===== config.mk =====
export PLATFORM = sky130hd
export DESIGN_NAME = dps_req_arbiter_flat
export DESIGN_NICKNAME = d
export VERILOG_FILES = /design/src/rtl/dps_req_arbiter_if.sv /design/src/rtl/dps_req_arbiter.sv /design/src/flat_wrapper.sv
export SDC_FILE = /design/constraint.sdc
export NUM_CORES = 1
export LEC_CHECK = 0
export BUFFER_PORTS_ARGS = -buffer_cell sky130_fd_sc_hd__buf_4
export CORE_AREA = 3 3 116 118
export CTS_BUF_LIST = sky130_fd_sc_hd__clkbuf_16
export DETAILED_ROUTE_END_ITERATION = 7
export DIE_AREA = 0 0 119 121
export PLACE_DENSITY = 0.6
export RECOVER_POWER = 100
export SLEW_MARGIN = 30
export SYNTH_ARGS = -nofsm -noshare
export SYNTH_HDL_FRONTEND = slang
export SYNTH_SLANG_ARGS = --single-unit

===== constraint.sdc =====
create_clock -name iCLOCK -period 3.7 [get_ports iCLOCK]
set_input_delay 0.185 -clock iCLOCK [delete_from_list [all_inputs] [get_ports iCLOCK]]
set_output_delay 0.185 -clock iCLOCK [all_outputs]
set_load 0.03 [all_outputs]

===== src/rtl/dps_req_arbiter_if.sv =====
// Bundle of the two master ports and the DPS request port around dps_req_arbiter.
// Signal names carry the direction as seen from the arbiter.
interface dps_req_arbiter_if;
    logic        iM0_REQ;
    logic        oM0_BUSY;
    logic        iM0_RW;
    logic [31:0] iM0_ADDR;
    logic [31:0] iM0_DATA;
    logic        oM0_VALID;
    logic [31:0] oM0_DATA;
    logic        oM0_ERR;

    logic        iM1_REQ;
    logic        oM1_BUSY;
    logic        iM1_RW;
    logic [31:0] iM1_ADDR;
    logic [31:0] iM1_DATA;
    logic        oM1_VALID;
    logic [31:0] oM1_DATA;
    logic        oM1_ERR;

    logic        oDPS_REQ;
    logic        iDPS_BUSY;
    logic        oDPS_RW;
    logic [31:0] oDPS_ADDR;
    logic [31:0] oDPS_DATA;
    logic        iDPS_VALID;
    logic [31:0] iDPS_DATA;

    // arbiter side
    modport slave (
        input  iM0_REQ, iM0_RW, iM0_ADDR, iM0_DATA,
        output oM0_BUSY, oM0_VALID, oM0_DATA, oM0_ERR,
        input  iM1_REQ, iM1_RW, iM1_ADDR, iM1_DATA,
        output oM1_BUSY, oM1_VALID, oM1_DATA, oM1_ERR,
        output oDPS_REQ, oDPS_RW, oDPS_ADDR, oDPS_DATA,
        input  iDPS_BUSY, iDPS_VALID, iDPS_DATA
    );

    // environment side (masters plus DPS)
    modport master (
        output iM0_REQ, iM0_RW, iM0_ADDR, iM0_DATA,
        input  oM0_BUSY, oM0_VALID, oM0_DATA, oM0_ERR,
        output iM1_REQ, iM1_RW, iM1_ADDR, iM1_DATA,
        input  oM1_BUSY, oM1_VALID, oM1_DATA, oM1_ERR,
        input  oDPS_REQ, oDPS_RW, oDPS_ADDR, oDPS_DATA,
        output iDPS_BUSY, iDPS_VALID, iDPS_DATA
    );
endinterface


===== src/rtl/dps_req_arbiter.sv =====
// Round-robin two-master arbiter in front of the DPS request port. It tracks the single
// outstanding read, routes its response to the issuing master and forces an error on timeout.
module dps_req_arbiter #(
    parameter int TIMEOUT_CYCLES = 1024
) (
    input  logic               iCLOCK,
    input  logic               inRESET,
    dps_req_arbiter_if.slave   bus
);
    localparam int NUM_M = 2;
    localparam bit          TMO_EN   = (TIMEOUT_CYCLES != 0);
    localparam logic [15:0] TMO_LAST = 16'((TIMEOUT_CYCLES == 0) ? 0 : TIMEOUT_CYCLES - 1);

    typedef enum logic {IDLE, RD_WAIT} state_t;

    state_t      r_state, w_state_nxt;
    logic        r_owner;
    logic        r_prio;
    logic [15:0] r_cnt;

    logic [NUM_M-1:0]       w_req, w_rw;
    logic [NUM_M-1:0][31:0] w_addr, w_wdata;
    logic [NUM_M-1:0]       w_busy, w_valid, w_err;
    logic [NUM_M-1:0][31:0] w_rdata;

    logic        w_win, w_idle, w_fwd, w_acc, w_acc_rd;
    logic        w_tmo, w_rsp;
    logic [31:0] w_rsp_data;

    assign w_req   = {bus.iM1_REQ,  bus.iM0_REQ};
    assign w_rw    = {bus.iM1_RW,   bus.iM0_RW};
    assign w_addr  = {bus.iM1_ADDR, bus.iM0_ADDR};
    assign w_wdata = {bus.iM1_DATA, bus.iM0_DATA};

    // A lone requester wins outright; prio only breaks ties.
    always_comb begin
        w_win = r_prio;
        if (!w_req[1])      w_win = 1'b0;
        else if (!w_req[0]) w_win = 1'b1;
    end

    assign w_idle   = (r_state == IDLE);
    assign w_fwd    = w_idle && (|w_req);
    assign w_acc    = w_fwd && !bus.iDPS_BUSY;
    assign w_acc_rd = w_acc && !w_rw[w_win];

    assign bus.oDPS_REQ  = w_fwd;
    assign bus.oDPS_RW   = w_fwd ? w_rw[w_win]    : 1'b0;
    assign bus.oDPS_ADDR = w_fwd ? w_addr[w_win]  : 32'h0;
    assign bus.oDPS_DATA = w_fwd ? w_wdata[w_win] : 32'h0;

    // A real response in the expiry cycle takes precedence over the timeout error.
    assign w_tmo      = TMO_EN && (r_cnt == TMO_LAST);
    assign w_rsp      = (r_state == RD_WAIT) && (bus.iDPS_VALID || w_tmo);
    assign w_rsp_data = bus.iDPS_VALID ? bus.iDPS_DATA : 32'hFFFF_FFFF;

    for (genvar i = 0; i < NUM_M; i++) begin : g_mst
        assign w_busy[i]  = w_req[i] && !(w_acc && (w_win == 1'(i)));
        assign w_valid[i] = w_rsp && (r_owner == 1'(i));
        assign w_err[i]   = w_valid[i] && !bus.iDPS_VALID;
        assign w_rdata[i] = w_valid[i] ? w_rsp_data : 32'h0;
    end

    assign bus.oM0_BUSY  = w_busy[0];
    assign bus.oM0_VALID = w_valid[0];
    assign bus.oM0_DATA  = w_rdata[0];
    assign bus.oM0_ERR   = w_err[0];
    assign bus.oM1_BUSY  = w_busy[1];
    assign bus.oM1_VALID = w_valid[1];
    assign bus.oM1_DATA  = w_rdata[1];
    assign bus.oM1_ERR   = w_err[1];

    always_comb begin
        w_state_nxt = r_state;
        case (r_state)
            IDLE:    if (w_acc_rd) w_state_nxt = RD_WAIT;
            RD_WAIT: if (w_rsp)    w_state_nxt = IDLE;
            default: w_state_nxt = IDLE;
        endcase
    end

    always_ff @(posedge iCLOCK or negedge inRESET) begin
        if (!inRESET) begin
            r_state <= IDLE;
            r_owner <= 1'b0;
            r_prio  <= 1'b0;
            r_cnt   <= 16'h0;
        end else begin
            r_state <= w_state_nxt;
            if (w_acc)    r_prio  <= ~w_win;
            if (w_acc_rd) r_owner <= w_win;
            if (w_acc_rd)
                r_cnt <= 16'h0;
            else if ((r_state == RD_WAIT) && (r_cnt != 16'hFFFF))
                r_cnt <= r_cnt + 16'h1;
        end
    end
endmodule


===== src/flat_wrapper.sv =====
// flat-port wrapper written by rule: the top's interface ports become plain ports
module dps_req_arbiter_flat 
#(
    parameter int TIMEOUT_CYCLES = 1024
)
  (iCLOCK, inRESET, bus_iM0_REQ, bus_iM0_RW, bus_iM0_ADDR, bus_iM0_DATA, bus_oM0_BUSY, bus_oM0_VALID, bus_oM0_DATA, bus_oM0_ERR, bus_iM1_REQ, bus_iM1_RW, bus_iM1_ADDR, bus_iM1_DATA, bus_oM1_BUSY, bus_oM1_VALID, bus_oM1_DATA, bus_oM1_ERR, bus_oDPS_REQ, bus_oDPS_RW, bus_oDPS_ADDR, bus_oDPS_DATA, bus_iDPS_BUSY, bus_iDPS_VALID, bus_iDPS_DATA);
  dps_req_arbiter_if bus_i ();
  input  logic iCLOCK;
  input  logic inRESET;
  input wire logic [$bits(bus_i.iM0_REQ)-1:0] bus_iM0_REQ;
  input wire logic [$bits(bus_i.iM0_RW)-1:0] bus_iM0_RW;
  input wire logic [$bits(bus_i.iM0_ADDR)-1:0] bus_iM0_ADDR;
  input wire logic [$bits(bus_i.iM0_DATA)-1:0] bus_iM0_DATA;
  output wire logic [$bits(bus_i.oM0_BUSY)-1:0] bus_oM0_BUSY;
  output wire logic [$bits(bus_i.oM0_VALID)-1:0] bus_oM0_VALID;
  output wire logic [$bits(bus_i.oM0_DATA)-1:0] bus_oM0_DATA;
  output wire logic [$bits(bus_i.oM0_ERR)-1:0] bus_oM0_ERR;
  input wire logic [$bits(bus_i.iM1_REQ)-1:0] bus_iM1_REQ;
  input wire logic [$bits(bus_i.iM1_RW)-1:0] bus_iM1_RW;
  input wire logic [$bits(bus_i.iM1_ADDR)-1:0] bus_iM1_ADDR;
  input wire logic [$bits(bus_i.iM1_DATA)-1:0] bus_iM1_DATA;
  output wire logic [$bits(bus_i.oM1_BUSY)-1:0] bus_oM1_BUSY;
  output wire logic [$bits(bus_i.oM1_VALID)-1:0] bus_oM1_VALID;
  output wire logic [$bits(bus_i.oM1_DATA)-1:0] bus_oM1_DATA;
  output wire logic [$bits(bus_i.oM1_ERR)-1:0] bus_oM1_ERR;
  output wire logic [$bits(bus_i.oDPS_REQ)-1:0] bus_oDPS_REQ;
  output wire logic [$bits(bus_i.oDPS_RW)-1:0] bus_oDPS_RW;
  output wire logic [$bits(bus_i.oDPS_ADDR)-1:0] bus_oDPS_ADDR;
  output wire logic [$bits(bus_i.oDPS_DATA)-1:0] bus_oDPS_DATA;
  input wire logic [$bits(bus_i.iDPS_BUSY)-1:0] bus_iDPS_BUSY;
  input wire logic [$bits(bus_i.iDPS_VALID)-1:0] bus_iDPS_VALID;
  input wire logic [$bits(bus_i.iDPS_DATA)-1:0] bus_iDPS_DATA;
  assign bus_i.iM0_REQ = bus_iM0_REQ;
  assign bus_i.iM0_RW = bus_iM0_RW;
  assign bus_i.iM0_ADDR = bus_iM0_ADDR;
  assign bus_i.iM0_DATA = bus_iM0_DATA;
  assign bus_oM0_BUSY = bus_i.oM0_BUSY;
  assign bus_oM0_VALID = bus_i.oM0_VALID;
  assign bus_oM0_DATA = bus_i.oM0_DATA;
  assign bus_oM0_ERR = bus_i.oM0_ERR;
  assign bus_i.iM1_REQ = bus_iM1_REQ;
  assign bus_i.iM1_RW = bus_iM1_RW;
  assign bus_i.iM1_ADDR = bus_iM1_ADDR;
  assign bus_i.iM1_DATA = bus_iM1_DATA;
  assign bus_oM1_BUSY = bus_i.oM1_BUSY;
  assign bus_oM1_VALID = bus_i.oM1_VALID;
  assign bus_oM1_DATA = bus_i.oM1_DATA;
  assign bus_oM1_ERR = bus_i.oM1_ERR;
  assign bus_oDPS_REQ = bus_i.oDPS_REQ;
  assign bus_oDPS_RW = bus_i.oDPS_RW;
  assign bus_oDPS_ADDR = bus_i.oDPS_ADDR;
  assign bus_oDPS_DATA = bus_i.oDPS_DATA;
  assign bus_i.iDPS_BUSY = bus_iDPS_BUSY;
  assign bus_i.iDPS_VALID = bus_iDPS_VALID;
  assign bus_i.iDPS_DATA = bus_iDPS_DATA;
  dps_req_arbiter #(.TIMEOUT_CYCLES(TIMEOUT_CYCLES)) u_core (.iCLOCK(iCLOCK), .inRESET(inRESET), .bus(bus_i));
endmodule

# After elaboration in Yosys (flattened, before gate mapping)
# Index checks and enable logic that the tools add are counted.
# op_classes
bitwise_logic	3
n_mux	19
n_reduce_logical	21
order_cmp	1
add_sub_neg	1
n_eq_ne	2
# ops
cell	n
two-way mux 32 bit	9
two-way mux 16 bit	2
adder 16 x 1 -> 16 bit, second input constant	1
equality test 16 x 10 -> 1 bit, second input constant	1
inequality test 16 bit, second input constant	1
logical AND 1 bit	13
two-way mux 1 bit	7
zero test 1 bit	5
NOT 1 bit	3
less-than comparator 1 x 2 -> 1 bit, second input constant	1
one-hot mux 1 bit (2 select lines)	1
nonzero test 2 bit	1
OR reduction 2 bit	1
logical OR 1 bit	1
# totals
reg_bits	19
word_cells	51
output_inout_bits	136
in_bits	168

# Longest topological paths before layout
# Gate-level depths: netlist of the first run.
# logic_depth
word_depth	8
depth_mapped	7

# Worst setup path after synthesis of the first run
# No wires, ideal clock.
# synth_timing
kind	register -> output
start	register u_core.r_cnt[0]
end	output port bus_oM0_DATA[25]
t_required_ps	3515
n_path_buf	1
path_slack_ps	1149
arrival_time_ps	2366
path_stages_with_launch	7
path_cell_list	dfrtp_1 > ha_1 > nand4_4 > nor3_2 > a41oi_1 > clkbuf_1 > nor4b_1
# synth_via
elab_chain_cells	5
# synth_lines
item	line_no	source
start, declared	dps_req_arbiter.sv:19	logic [15:0] r_cnt;
start signal, assigned	dps_req_arbiter.sv:95	r_cnt <= r_cnt + 16'h1;
equality test 16 x 10 -> 1 bit	dps_req_arbiter.sv:53	assign w_tmo = TMO_EN && (r_cnt == TMO_LAST);
logical OR 1 bit	dps_req_arbiter.sv:54	assign w_rsp = (r_state == RD_WAIT) && (bus.iDPS_VALID || w_tmo);
logical AND 1 bit	dps_req_arbiter.sv:54	
logical AND 1 bit	dps_req_arbiter.sv:59	assign w_valid[i] = w_rsp && (r_owner == 1'(i));
two-way mux 32 bit	dps_req_arbiter.sv:61	assign w_rdata[i] = w_valid[i] ? w_rsp_data : 32'h0;
end, declared	flat_wrapper.sv:16	output wire logic [$bits(bus_i.oM0_DATA)-1:0] bus_oM0_DATA;
# Every way passes these cells.

# Worst setup path after layout of the first run
# layout_timing
start	register u_core.r_prio
end	output port bus_oDPS_DATA[0]
# layout_via
elab_chain_cells	5
# layout_lines
item	line_no	source
start, declared	dps_req_arbiter.sv:18	logic r_prio;
start signal, assigned	dps_req_arbiter.sv:90	if (w_acc) r_prio <= ~w_win;
two-way mux 1 bit	dps_req_arbiter.sv:39	else if (!w_req[0]) w_win = 1'b1;
two-way mux 1 bit	dps_req_arbiter.sv:38	if (!w_req[1]) w_win = 1'b0;
two-way mux 32 bit (implied by the code) (2 in series)	dps_req_arbiter.sv:50	assign bus.oDPS_DATA = w_fwd ? w_wdata[w_win] : 32'h0;
two-way mux 32 bit	dps_req_arbiter.sv:50	
end, declared	flat_wrapper.sv:29	output wire logic [$bits(bus_i.oDPS_DATA)-1:0] bus_oDPS_DATA;
# Every way passes these cells. The select of a mux whose other input is x is not followed.

==> results_dict.tcl, run 1 <==
set metrics [dict create \
    worst-path-buf-inv 2 \
    synth-seq-cells 19 \
    critPathRequiredTime_ns 3.51 \
    post_drt_wl_per_cell_um 16.3 \
    post-route-period-util_pct 82.5 \
    cp_top_family "simple AND/OR/NAND/NOR gates" \
    drt-total-wl_um 15300 \
    diodes 0 \
    ys_seq_area_share_pct 15.3 \
    insertion_delay_ns 0.25 \
    synth_xor_area_share_pct 0 \
    hold_viol 0 \
    syn_area_per_cell_um2 6.17 \
    cts_tree "yes" \
    die_area_mm2 0.0144 \
    antenna_found_initial 0 \
    die_w_um 119 \
    switchingPower_uw 876 \
    synth_top_family_by_area "simple AND/OR/NAND/NOR gates" \
    syn-num-nets 672 \
    worst_slew_pin_slew_ns 1.35 \
    slowest_delay_ns 0.87 \
    synth_edf_count 0 \
    min_path_type "in2reg" \
    start_util_pct 24.7 \
    sw_frac_of_total_pct 54.5 \
    synth_compound_area_share_pct 20.4 \
    mostFrequentLayoutCells "203 x buf_4, 165 x nand2_1, 108 x clkbuf_1" \
    track_usage_pct 18.9 \
    timing.fmax_mhz 328 \
    p_comb_share_pct 67.4 \
    cts.sinks 19 \
    netlist_instances 503 \
    clkPwrFrac_pct 13.4 \
    max-vdd-ir-drop_mv 0.145 \
    final_nets 939 \
    port_buffers 303 \
    yosys.area_share.adder_pct 0.403 \
    synthesis.area_mm2 0.00310 \
    yosys.area_share.simple_pct 54.4 \
    overflow 0 \
    die_h_um 121 \
    cts_resized 0 \
    cts_buffers 3 \
    async_reset_ff_share_pct 100 \
    rows 41 \
    status "completed" \
    synth_cell_types 48 \
    path_class "reg2out" \
    core-area_mm2 0.0126 \
    p_int_uw 730 \
    cts_root_buffer "clkbuf_16" \
    power_frac_seq_pct 19.1 \
    end_kind "output pin" \
    io_pins 304 \
    placed_area_mm2 0.00549 \
    drtAntennaViolNets 0 \
    drc_errors 0 \
    start_kind "flop" \
    design_area_mm2 0.00506 \
    area_growth_pct 63.2 \
    drv_cap 0 \
    fin_tns_setup_ns 0 \
    ys_warn_count 0 \
    slew_violations 0 \
    design_power_total_uw 1610 \
    final_common_cell "buf_4" \
    dpl.hpwl_um 12300 \
    path_max_fanout 27 \
    cp.arrival_ns 2.87 \
    firstDrtPassIters 5 \
    cp_slowest_cell "and2_0" \
    ys.flop_type "dfrtp_1" \
    power_density_mw_per_mm2 317 \
    num_vias 4591 \
    rrSetupSlack_ns 1.34 \
    leakagePower_uw 0.00228 \
    skew_ns 0.00144 \
    rsz0062_at_grt "no" \
    clk_pin_slew_worst_paths_ns 0.05 \
    finalSetupViolations 0 \
    max_slew_margin_pct 9.04 \
    grt_pass1_vias 4144 \
    place_congestion 0.943 \
    synthMuxAreaShare_pct 1.93 \
    drtIter0Drc 273 \
    period_minus_slack_ns 3.05 \
    grt_max_degree 67 \
    clockBufferDepth 2 \
    path_cells "nand2b_1, and2_0, clkbuf_2, nand2_1, a21oi_1, clkbuf_1" \
    grt_first_pass_wirelength_um 22200 \
    setup_slack_ns 0.648 \
    drive_above_1_share_pct 28.6 \
    htreeDepth 1 \
    post-place-ws_ns 1.28 \
    via_per_inst 4.88 \
]
-- through the flow --
stage,utilization [%],cells,hold WS [ns]
finish,40.3,941,0.199
global route,40.3,941,0.250
CTS,44.4,941,0.202
detailed placement,43.7,936,0.0800
global placement,43.7,936,0.0806
floorplan,-,503,-0.111
-- area by class of cell --
cell class | count | area, um2
fill | 1432 | 7500
tap | 172 | 215
inverter | 7 | 26.3
timing repair buffer | 313 | 1940
sequential | 19 | 477
multi-input combinational | 426 | 2320
clock inverter | 1 | 3.75
clock buffer | 3 | 75.1
-- synthesized netlist by cell type, types with 3 or more instances --
| master | number | area share [%] |
|---|---|---|
| or4_1 | 3 | 0.73 |
| a21oi_1 | 75 | 12 |
| buf_2 | 7 | 1.1 |
| mux2i_1 | 6 | 1.9 |
| nor4b_2 | 10 | 4.8 |
| buf_1 | 4 | 0.48 |
| nand2_1 | 166 | 20 |
| nor2_1 | 8 | 0.97 |
| o21ai_0 | 8 | 1.3 |
| nand4_1 | 4 | 0.81 |
| nor4b_1 | 23 | 6.5 |
| nor3_1 | 37 | 6.0 |
| inv_1 | 6 | 0.73 |
| dfrtp_1 | 19 | 15 |
| a211oi_1 | 3 | 0.73 |
| nand3_1 | 5 | 0.81 |
| clkbuf_1 | 39 | 4.7 |
| o31ai_1 | 11 | 2.7 |
| nand2b_1 | 33 | 6.7 |
-- registers in the layout, summed over array words and instances (netlist names) --
signal,count
u_core.r_state,1
u_core.r_owner,1
u_core.r_prio,1
u_core.r_cnt,16
-- final timing paths --
| kind | depth (start not counted) | endpoint | start |
|---|---|---|---|
| max | 6 | bus_oDPS_DATA[0] | u_core.r_prio$_DFFE_PN0N_ |
| min | 3 | u_core.r_owner$_DFFE_PN0P_ | bus_iM0_RW |
| max reg2reg | 4 | u_core.r_cnt[4]$_DFFE_PN0P_ | u_core.r_cnt[4]$_DFFE_PN0P_ |
| min reg2reg | 2 | u_core.r_prio$_DFFE_PN0N_ | u_core.r_prio$_DFFE_PN0N_ |
| max in group asynchronous | 2 | u_core.r_owner$_DFFE_PN0P_ | inRESET |
| min in group asynchronous | 2 | u_core.r_cnt[12]$_DFFE_PN0P_ | inRESET |
-- worst min-delay path, cell delays in order --
cell	delay [ns]
buf_4	0.08
o21ai_0	0.07
o21ai_0	0.07
-- kinds of logic after synthesis --
logic type	after synthesis
flops	19
compound gates	108
simple gates	311
buf+inv	58
fa+ha+maj	1
mux	6
-- power by group through the flow --
stage | clock network, uW | logic (uW) | registers (uW)
after floorplan | 0 | 753 | 263
after global placement | 0 | 1190 | 312
after detailed placement | 0 | 1200 | 314
after CTS | 222 | 1200 | 311
after global routing | 231 | 1170 | 316
final | 216 | 1080 | 308
-- routing by layer --
metal / routed length (um) / track usage (%) / share of wire (%) / up-vias
li1: - / - / - / 2284
met1: 6140 / 23.3 / 40 / 2069
met2: 7580 / 33.4 / 49 / 224
met3: 1380 / 4.76 / 9.0 / 14
met4: 240 / 3.69 / 1.6 / 0
met5: 0 / 0 / 0 / -
-- timing repair --
action / 4_1_cts / 5_1_grt
hold buffers: 1 / 0
hold endpoints to repair: 19 / 0
buffers inserted: 0 / 0
Power figures use the tool's default switching activity.
==> run 2: changes to the inputs <==
--- a/config.mk
+++ b/config.mk
@@ -6,11 +6,11 @@
 export NUM_CORES = 1
 export LEC_CHECK = 0
 export BUFFER_PORTS_ARGS = -buffer_cell sky130_fd_sc_hd__buf_4
-export CORE_AREA = 3 3 116 118
+export CORE_AREA = 3 3 117 119
 export CTS_BUF_LIST = sky130_fd_sc_hd__clkbuf_16
 export DETAILED_ROUTE_END_ITERATION = 7
-export DIE_AREA = 0 0 119 121
-export PLACE_DENSITY = 0.6
+export DIE_AREA = 0 0 120 122
+export PLACE_DENSITY = 0.59
 export RECOVER_POWER = 100
 export SLEW_MARGIN = 30
 export SYNTH_ARGS = -nofsm -noshare
==> constraint.sdc (replaced) <==
create_clock -name iCLOCK -period 3.2 [get_ports iCLOCK]
set_input_delay 0.16 -clock iCLOCK [delete_from_list [all_inputs] [get_ports iCLOCK]]
set_output_delay 0.16 -clock iCLOCK [all_outputs]
set_load 0.03 [all_outputs]
==> results_dict.tcl, run 2 (synthesized netlist as in run 1, its figures left out) <==
set metrics [dict create \
    slew_violations 0 \
    start_kind "flop" \
    critPathRequiredTime_ns 3.04 \
    insertion_delay_ns 0.25 \
    r2r_start "u_core.r_state$_DFF_PN0_" \
    sw_frac_of_total_pct 54.3 \
    clockBufferDepth 2 \
    antenna_found_initial 0 \
    final_nets 943 \
    rsz0062_at_grt "no" \
    design_power_total_uw 1900 \
    cts.sinks 19 \
    post-route-period-util_pct 89.2 \
    post_drt_wl_per_cell_um 17.6 \
    cts_resized 0 \
    finalSetupViolations 0 \
    grt_pass1_vias 4454 \
    path_max_fanout 34 \
    hold_viol 0 \
    firstDrtPassIters 5 \
    drtAntennaViolNets 0 \
    drive_above_1_share_pct 32.0 \
    die_h_um 122 \
    power_density_mw_per_mm2 366 \
    htreeDepth 1 \
    cts_tree "yes" \
    max-vdd-ir-drop_mv 0.172 \
    placed_area_mm2 0.00552 \
    die_w_um 120 \
    path_class "reg2out" \
    clkPwrFrac_pct 13.3 \
    status "completed" \
    startpoint "u_core.r_state$_DFF_PN0_" \
    leakagePower_uw 0.00238 \
    dpl.hpwl_um 13300 \
    setup_slack_ns 0.347 \
    die_area_mm2 0.0146 \
    overflow 0 \
    drtIter0Drc 309 \
    mostFrequentLayoutCells "218 x buf_4, 165 x nand2_1, 92 x clkbuf_1" \
    fin_tns_setup_ns 0 \
    nFillCells 1453 \
    rows 41 \
    hold_start "bus_iM0_RW" \
    max_slew_margin_pct 23.4 \
    power_frac_seq_pct 20.2 \
    drv_cap 0 \
    p_comb_share_pct 66.5 \
    core-area_mm2 0.0127 \
    place_congestion 0.922 \
    via_per_inst 5.00 \
    end_kind "output pin" \
    switchingPower_uw 1030 \
    port_buffers 303 \
    cp.arrival_ns 2.69 \
    diodes 0 \
    io_pins 304 \
    fin_hold_ws_ns 0.187 \
    cts_buffers 3 \
    cts_root_buffer "clkbuf_16" \
    period_minus_slack_ns 2.85 \
    drc_errors 0 \
    skew_ns 0.00192 \
    min_path_type "in2reg" \
    track_usage_pct 20.4 \
    timing.fmax_mhz 350 \
    worst_slew_pin_slew_ns 1.15 \
    final_common_cell "buf_4" \
    grt_max_degree 71 \
    regMostFlops "u_core.r_cnt" \
    largest_register_ffs 16 \
    clk_pin_slew_worst_paths_ns 0.05 \
    start_util_pct 24.5 \
    num_vias 4723 \
    design_area_mm2 0.00518 \
    post-place-ws_ns 0.806 \
    grt_first_pass_wirelength_um 24000 \
    drt-total-wl_um 16600 \
    area_growth_pct 66.9 \
    p_int_uw 867 \
]
==> run 2: cell type report <==
type	instances	area [um2]	area share, %
clock buffers	3	75.1	1.45
clock inverters	1	3.75	0.0725
inverters	7	26.3	0.507
multi-input cells	426	2360	45.5
flip-flops and latches	19	479	9.25
well taps	172	215	4.15
repair buffers	317	2020	39.0
==> run 2: critical path, stage by stage, from the launching register on <==
cell and delay [ns]:
dfrtp_1 0.55, inv_2 0.53, o21ai_2 0.47, buf_4 0.37, a21oi_1 0.17, clkbuf_1 0.33
==> run 2: power groups by stage <==
| stage | clock network, uW | logic (uW) | registers [uW] |
|---|---|---|---|
| 2_1_floorplan | 0 | 870 | 304 |
| 3_3_place_gp | 0 | 1370 | 383 |
| 3_5_place_dp | 0 | 1370 | 389 |
| 4_1_cts | 257 | 1380 | 385 |
| 5_1_grt | 270 | 1360 | 395 |
| 6_report | 252 | 1260 | 383 |
==> run 2: layer usage <==
layer / global-route usage [%] / part of all wire [%] / vias up
li1: - / - / 2299
met1: 24.6 / 40 / 2165
met2: 36.4 / 49 / 233
met3: 4.55 / 8.5 / 26
met4: 5.65 / 2.4 / 0
met5: 0 / 0 / -
==> run 2: stage by stage <==
stage / util, % / std cells
3_3_place_gp: 43.6 / 940
3_5_place_dp: 43.6 / 940
2_1_floorplan: - / 503
6_report: 40.9 / 945
4_1_cts: 44.3 / 945
5_1_grt: 40.9 / 945
==> run 2: worst paths after layout <==
check | to | slack, ns | depth (start not counted)
worst max-delay path | bus_oDPS_ADDR[24] | 0.35 | 5
worst min-delay path | u_core.r_owner$_DFFE_PN0P_ | 0.19 | 3
worst max register to register | u_core.r_cnt[2]$_DFFE_PN0P_ | 0.90 | 6
worst min register to register | u_core.r_prio$_DFFE_PN0N_ | 0.47 | 2
max in group asynchronous | u_core.r_owner$_DFFE_PN0P_ | 1.81 | 2
min in group asynchronous | u_core.r_cnt[6]$_DFFE_PN0P_ | 0.62 | 2
==> run 2: what timing repair did <==
action                                 in CTS  in global routing
endpoints found under the hold margin      19                  0
setup buffers                               0                  0
hold buffers                                1                  0
